`src/rtl/i2s_rx_deserializer.sv`:
```
// I2S line-in receiver: edge-detects sclk/lrclk on line_in_mclk and emits one stereo pair per frame.
// Optional sticky overrun flag/port is built only when I2S_RX_OVERRUN_EN is defined.
module i2s_rx_deserializer #(
  parameter int DATA_W = 24,
  parameter int SLOT_W = 32
) (
  input  logic              line_in_mclk,
  input  logic              rst,
  input  logic              line_in_sclk,
  input  logic              line_in_lrclk,
  input  logic              line_in_sdout,
  output logic [DATA_W-1:0] sample_left,
  output logic [DATA_W-1:0] sample_right,
  output logic              sample_valid,
  input  logic              sample_ready
`ifdef I2S_RX_OVERRUN_EN
  ,
  output logic              overrun
`endif
);

  localparam int CNT_W = $clog2(SLOT_W + 1);
  localparam logic [CNT_W-1:0] CNT_DATA = CNT_W'(DATA_W);
  localparam logic [CNT_W-1:0] CNT_LAST = CNT_W'(DATA_W - 1);
  localparam logic [CNT_W-1:0] CNT_SLOT = CNT_W'(SLOT_W);
  localparam logic [CNT_W-1:0] CNT_ONE  = CNT_W'(1);

  logic              sclk_q, sclk_d;
  logic              sclk_q2, sclk_d2;
  logic              lrclk_q, lrclk_d;
  logic              sdout_q, sdout_d;
  logic              ws_last_q, ws_last_d;
  logic              synced_q, synced_d;
  logic              chan_q, chan_d;
  logic [CNT_W-1:0]  bit_cnt_q, bit_cnt_d;
  logic [DATA_W-1:0] shreg_q, shreg_d;
  logic [DATA_W-1:0] left_hold_q, left_hold_d;
  logic              left_done_q, left_done_d;
  logic [DATA_W-1:0] left_q, left_d;
  logic [DATA_W-1:0] right_q, right_d;
  logic              valid_q, valid_d;
`ifdef I2S_RX_OVERRUN_EN
  logic              overrun_q, overrun_d;
`endif

  logic              sclk_rise;
  logic              word_done;
  logic              load;
  logic [DATA_W-1:0] word;

  always_comb begin
    sclk_d      = line_in_sclk;
    sclk_d2     = sclk_q;
    lrclk_d     = line_in_lrclk;
    sdout_d     = line_in_sdout;
    ws_last_d   = ws_last_q;
    synced_d    = synced_q;
    chan_d      = chan_q;
    bit_cnt_d   = bit_cnt_q;
    shreg_d     = shreg_q;
    left_hold_d = left_hold_q;
    left_done_d = left_done_q;
    left_d      = left_q;
    right_d     = right_q;
    valid_d     = valid_q;
`ifdef I2S_RX_OVERRUN_EN
    overrun_d   = overrun_q;
`endif
    sclk_rise = sclk_q & ~sclk_q2;
    word      = {shreg_q[DATA_W-2:0], sdout_q};
    word_done = 1'b0;
    load      = 1'b0;

    if (sclk_rise) begin
      ws_last_d = lrclk_q;
      if (lrclk_q != ws_last_q) begin
        // First bit of a new ws level is the I2S delay slot, not data.
        bit_cnt_d = '0;
        shreg_d   = '0;
        chan_d    = lrclk_q;
        synced_d  = 1'b1;
      end else if (synced_q) begin
        if (bit_cnt_q < CNT_DATA) begin
          shreg_d   = word;
          bit_cnt_d = bit_cnt_q + CNT_ONE;
          word_done = (bit_cnt_q == CNT_LAST);
        end else if (bit_cnt_q < CNT_SLOT) begin
          bit_cnt_d = bit_cnt_q + CNT_ONE;
        end
      end
    end

    if (word_done) begin
      if (!chan_q) begin
        left_hold_d = word;
        left_done_d = 1'b1;
      end else if (left_done_q) begin
        load        = 1'b1;
        left_done_d = 1'b0;
      end
    end

    // A fresh pair always wins over an accept on the same edge.
    if (load) begin
      left_d  = left_hold_q;
      right_d = word;
      valid_d = 1'b1;
`ifdef I2S_RX_OVERRUN_EN
      overrun_d = overrun_q | (valid_q & ~sample_ready);
`endif
    end else if (valid_q && sample_ready) begin
      valid_d = 1'b0;
    end
  end

  always_ff @(posedge line_in_mclk or posedge rst) begin
    if (rst) begin
      sclk_q      <= 1'b0;
      sclk_q2     <= 1'b0;
      lrclk_q     <= 1'b0;
      sdout_q     <= 1'b0;
      ws_last_q   <= 1'b0;
      synced_q    <= 1'b0;
      chan_q      <= 1'b0;
      bit_cnt_q   <= '0;
      shreg_q     <= '0;
      left_hold_q <= '0;
      left_done_q <= 1'b0;
      left_q      <= '0;
      right_q     <= '0;
      valid_q     <= 1'b0;
`ifdef I2S_RX_OVERRUN_EN
      overrun_q   <= 1'b0;
`endif
    end else begin
      sclk_q      <= sclk_d;
      sclk_q2     <= sclk_d2;
      lrclk_q     <= lrclk_d;
      sdout_q     <= sdout_d;
      ws_last_q   <= ws_last_d;
      synced_q    <= synced_d;
      chan_q      <= chan_d;
      bit_cnt_q   <= bit_cnt_d;
      shreg_q     <= shreg_d;
      left_hold_q <= left_hold_d;
      left_done_q <= left_done_d;
      left_q      <= left_d;
      right_q     <= right_d;
      valid_q     <= valid_d;
`ifdef I2S_RX_OVERRUN_EN
      overrun_q   <= overrun_d;
`endif
    end
  end

  assign sample_left  = left_q;
  assign sample_right = right_q;
  assign sample_valid = valid_q;
`ifdef I2S_RX_OVERRUN_EN
  assign overrun      = overrun_q;
`endif

endmodule

```
`config.mk`:
```
export PLATFORM = sky130hd
export DESIGN_NAME = i2s_rx_deserializer
export DESIGN_NICKNAME = d
export VERILOG_FILES = /design/src/rtl/i2s_rx_deserializer.sv
export SDC_FILE = /design/constraint.sdc
export NUM_CORES = 1
export LEC_CHECK = 0
export CAP_MARGIN = 20
export CORE_MARGIN = 2
export CORE_UTILIZATION = 41
export CTS_BUF_LIST = sky130_fd_sc_hd__clkbuf_8
export DETAILED_ROUTE_END_ITERATION = 7
export HOLD_SLACK_MARGIN = 0.1
export PLACE_DENSITY = 0.68
export SLEW_MARGIN = 20
export SYNTH_ARGS = -nofsm -noshare
export SYNTH_HDL_FRONTEND = slang
export SYNTH_SLANG_ARGS = --single-unit
```
`constraint.sdc`:
```
create_clock -name line_in_mclk -period 7.1 [get_ports line_in_mclk]
set_input_delay 1.42 -clock line_in_mclk [delete_from_list [all_inputs] [get_ports line_in_mclk]]
set_output_delay 1.42 -clock line_in_mclk [all_outputs]
set_load 0.03 [all_outputs]
```
==> metrics.md <==
| Metric | Value |
|---|---|
| Status | finished clean |
| Net Sw Power | roughly 0.27 mW |
| Period utilisation layout | 0.405 |
| Via count of the first global-routing pass | ~2500 |
| First-pass GRT wire length | ~13000 um |
| # hold bufs at CTS | 0 |
| Util after Layout | 0.502 |
| Reg2Reg Depth | 5 |
| # DRC | 0 |
| Syn_area_per_cell | 15.8 sq um |
| Synth top area cells | dfrtp_1, mux2_2, mux2_4 |
| WL/cell | 16.2 um |
| Slowest CP cell | clkdlybuf4s50_1 |
| Worst IR Drop VDD | about 0.086 mV |
| DRT antenna net count | 0 |
| Placed instance count | ~450 |
| # resized after CTS | 0 |
| HPWL after DPL | between 4000 and 5000 um |
| Worst setup EP type | output port |
| Critical Path Max Stage Delay | 0.69 ns |
| Post-synth top area share | 0.639 |
| Slew Limit Fails | 0 |
| Fillers | 917 |
| Crit path time final | approximately 2.9 ns |
| TNS Setup | 0 ns |
| Worst reg-to-reg setup slack | 4.52 ns |
| Synthesized Nets | 280 |
| FF+latch area | approximately 2800 sq um |
| RSZ-0062 raised after global routing | false |
| FF-to-FF Start | bit_cnt_q[0]$_DFFE_PP0P_ |
| Num rows | 37 |
| CTS Buf Count | 9 |
| Largest net degree at the start of global routing | 59 |
| Via Count | 2477 |
| I/O pins | 55 |
| Global route total overflow | 0 |
| Hold Crit Class | flip-flop to flip-flop |
| Hold Startpoint | sclk_d2$_DFF_PP0_ |
| Min-Delay Path Depth | 0 |
| Slew HR | 0.273 |
| Flop pwr share | 0.614 |
| WL final | 7590 um |
| PD cells | between 200 and 250 nW/um^2 |
| Crit path DAT | about 1.5 ns |
| Clock transition at the registers of the reported paths | approximately 0.10 ns |
| Final Hold Fails | 0 |
| #FFs+latches synth | 110 |
| TritonCTS clock tree | built |
| Die Area | around 11000 sq um |
| Area of the multi-input gates | 1470 sq um |
| Slew @ Worst Pin | about 1.1 ns |
| Max Root-Sink Buffers | 2 |
| Area leader, netlist | dfrtp_1 |
| Synth Warn # | 0 |
| FF-to-FF End | sample_right[2]$_DFFE_PP0P_ |
| Final non-filler cell total | between 400 and 500 |
| Clock network power share | 0.334 |
| Final #Nets | around 330 |
| Post-synthesis cell area | ~4300 sq um |
| Crit Path Class | flip-flop to output port |
| H-tree levels | 3 |
| Setup violations, final | 0 |
| Comb power frac | 0.053 |
| IO Port Bufs | between 50 and 60 |
| Total track usage | 0.146 |
| Buffers & Inverters on Critical Path | 1 |
| Die X | between 100 and 150 um |
| CP Cell Sequence | clkdlybuf4s50_1 |
| N_diodes | 0 |
| Core Area | 10300 sq um |
| Sw frac | 0.253 |
| Total power | 1.05 mW |
| GPL Wtd Cong | approximately 0.74 |
| Initial antenna violation count | 0 |
| Initial Utilization | 0.419 |
| CTS Sinks | 110 |
| Critical Path Source Type | flip-flop |
| Synth Instances | between 200 and 300 |
| Share of cells above drive strength 1 | 0.299 |
| Max-Cap Viols | 0 |
| Seq/Total Area, Yosys | 0.639 |
| CP top delay family | buffers and inverters |
| Peak Freq | roughly 350 MHz |
| Internal Power | around 0.78 mW |
| Critical Path RT | ~5.7 ns |
| Clock Latency Late Sink | between 0.3 and 0.4 ns |
| Worst-path fanout max | 2 |
| Vias per cell | 5.30 |
| Starting DRT DRC Count | between 100 and 150 |
| Layout area overhead | 19.9% |
| Worst Skew | between 0.01 and 0.015 ns |
| Die Y | 106 um |
| Unique masters post-synth | 35 |
| Setup bufs post-CTS | 0 |
| DRT Pass-1 Iters | 5 |
| Root buf cell | clkbuf_8 |
| Lkg Pwr | between 2 and 2.5 nW |
| Hold EP | sclk_q2$_DFF_PP0_ |
[area by class of cell]
class / instances / area share
inverter: 5 / 0.00412
timing repair buffer: 58 / 0.110
clock inverter: 7 / 0.0107
tap: 136 / 0.0330
multi-input combinational: 142 / 0.285
sequential: 110 / 0.533
clock buffer: 9 / 0.0240
[state kept, by name, indices dropped and copies added (netlist names)]
register / count
ws_last_q: 1
sample_valid: 1
left_done_q: 1
bit_cnt_q: 6
sample_left: 24
left_hold_q: 24
sclk_d2: 1
chan_q: 1
synced_q: 1
sample_right: 24
sclk_q2: 1
shreg_q: 23
lrclk_q: 1
sdout_q: 1
[cell usage after synthesis, drive strengths merged]
cell type,n
o2111ai,1
and3,2
a22oi,2
or4b,1
ha,1
and4bb,1
nor4,2
a21oi,2
a31oi,1
mux2,72
o21a,1
dfrtp,110
xnor2,1
nand3b,3
inv,5
o22ai,1
and2,2
a21o,2
nand2b,1
xor2,1
nand2,5
clkbuf,8
o21ai,3
nor2b,2
nand4b,1
nand3,1
mux2i,4
buf,8
or2,1
a32o,24
nor2,4
[power groups by stage]
stage / Clock, mW / Sequential, mW / Combinational (mW)
after floorplan: 0 / 0.653 / 0.0397
after global placement: 0 / 0.655 / 0.0535
after detailed placement: 0 / 0.656 / 0.0562
after CTS: 0.360 / 0.644 / 0.0567
after global routing: 0.384 / 0.646 / 0.0626
final: 0.350 / 0.644 / 0.0552
[kinds of logic (layout without fill, tap and decap cells)]
kind of cell             count (synthesis)  in the layout  synth area share
adder cells (fa/ha/maj)                  1              1           0.00291
multiplexers                            76             76             0.215
buffers and inverters                   21             79            0.0241
flip-flops                             110            110             0.639
AND/OR/NAND/NOR                         26             26            0.0375
XOR/XNOR                                 2              2           0.00581
AO/OA/AOI/OAI                           37             37            0.0753
[metal layers]
| metal | wire [um] | vias up | track usage |
|---|---|---|---|
| met5 | 0 | - | 0 |
| met4 | 108 | 0 | 0.0612 |
| met2 | 3530 | 59 | 0.220 |
| met1 | 3630 | 1296 | 0.206 |
| li1 | - | 1112 | - |
| met3 | 321 | 10 | 0.0282 |
[placed cells by master (no fill, tap or decap)]
master	n
a21o_1	2
a21oi_1	2
a22oi_1	1
a22oi_2	1
a31oi_1	1
a32o_1	24
and2_1	2
and3_1	2
and4bb_2	1
buf_4	4
clkbuf_8	9
clkdlybuf4s50_1	54
clkinv_2	2
clkinvlp_4	1
dfrtp_1	110
ha_1	1
inv_1	4
inv_4	1
inv_6	3
inv_8	1
mux2_2	52
mux2_4	20
mux2i_1	4
nand2_1	5
nand2b_1	1
nand3_1	1
nand3b_1	3
nand4b_1	1
nor2_1	4
nor2b_1	2
nor4_1	1
nor4_4	1
o2111ai_1	1
o21a_1	1
o21ai_0	3
o22ai_1	1
or2_2	1
or4b_1	1
xnor2_2	1
xor2_2	1
[through the flow]
stage / hold slack (ns) / cell area, sq um / worst slack, ns
6_report: 0.485 / 5160 / 4.23
4_1_cts: 0.488 / 5160 / 4.22
3_3_place_gp: 0.428 / 4980 / 3.99
5_1_grt: 0.498 / 5160 / 4.15
3_5_place_dp: 0.448 / 4980 / 3.96
2_1_floorplan: 0.400 / 4310 / 2.78
[worst max-delay path by stage]
stage	from	endpoint	cells past startpoint
after global placement	rst	sample_left[12]$_DFFE_PP0P_	3
after global routing	rst	shreg_q[7]$_DFFE_PP0P_	3
after detailed placement	rst	left_hold_q[12]$_DFFE_PP0P_	3
final	sample_right[3]$_DFFE_PP0P_	sample_right[3]	1
after CTS	sample_left[3]$_DFFE_PP0P_	sample_left[3]	1
after floorplan	rst	bit_cnt_q[0]$_DFFE_PP0P_	1
No activity file was read; power rests on OpenSTA's default activity.
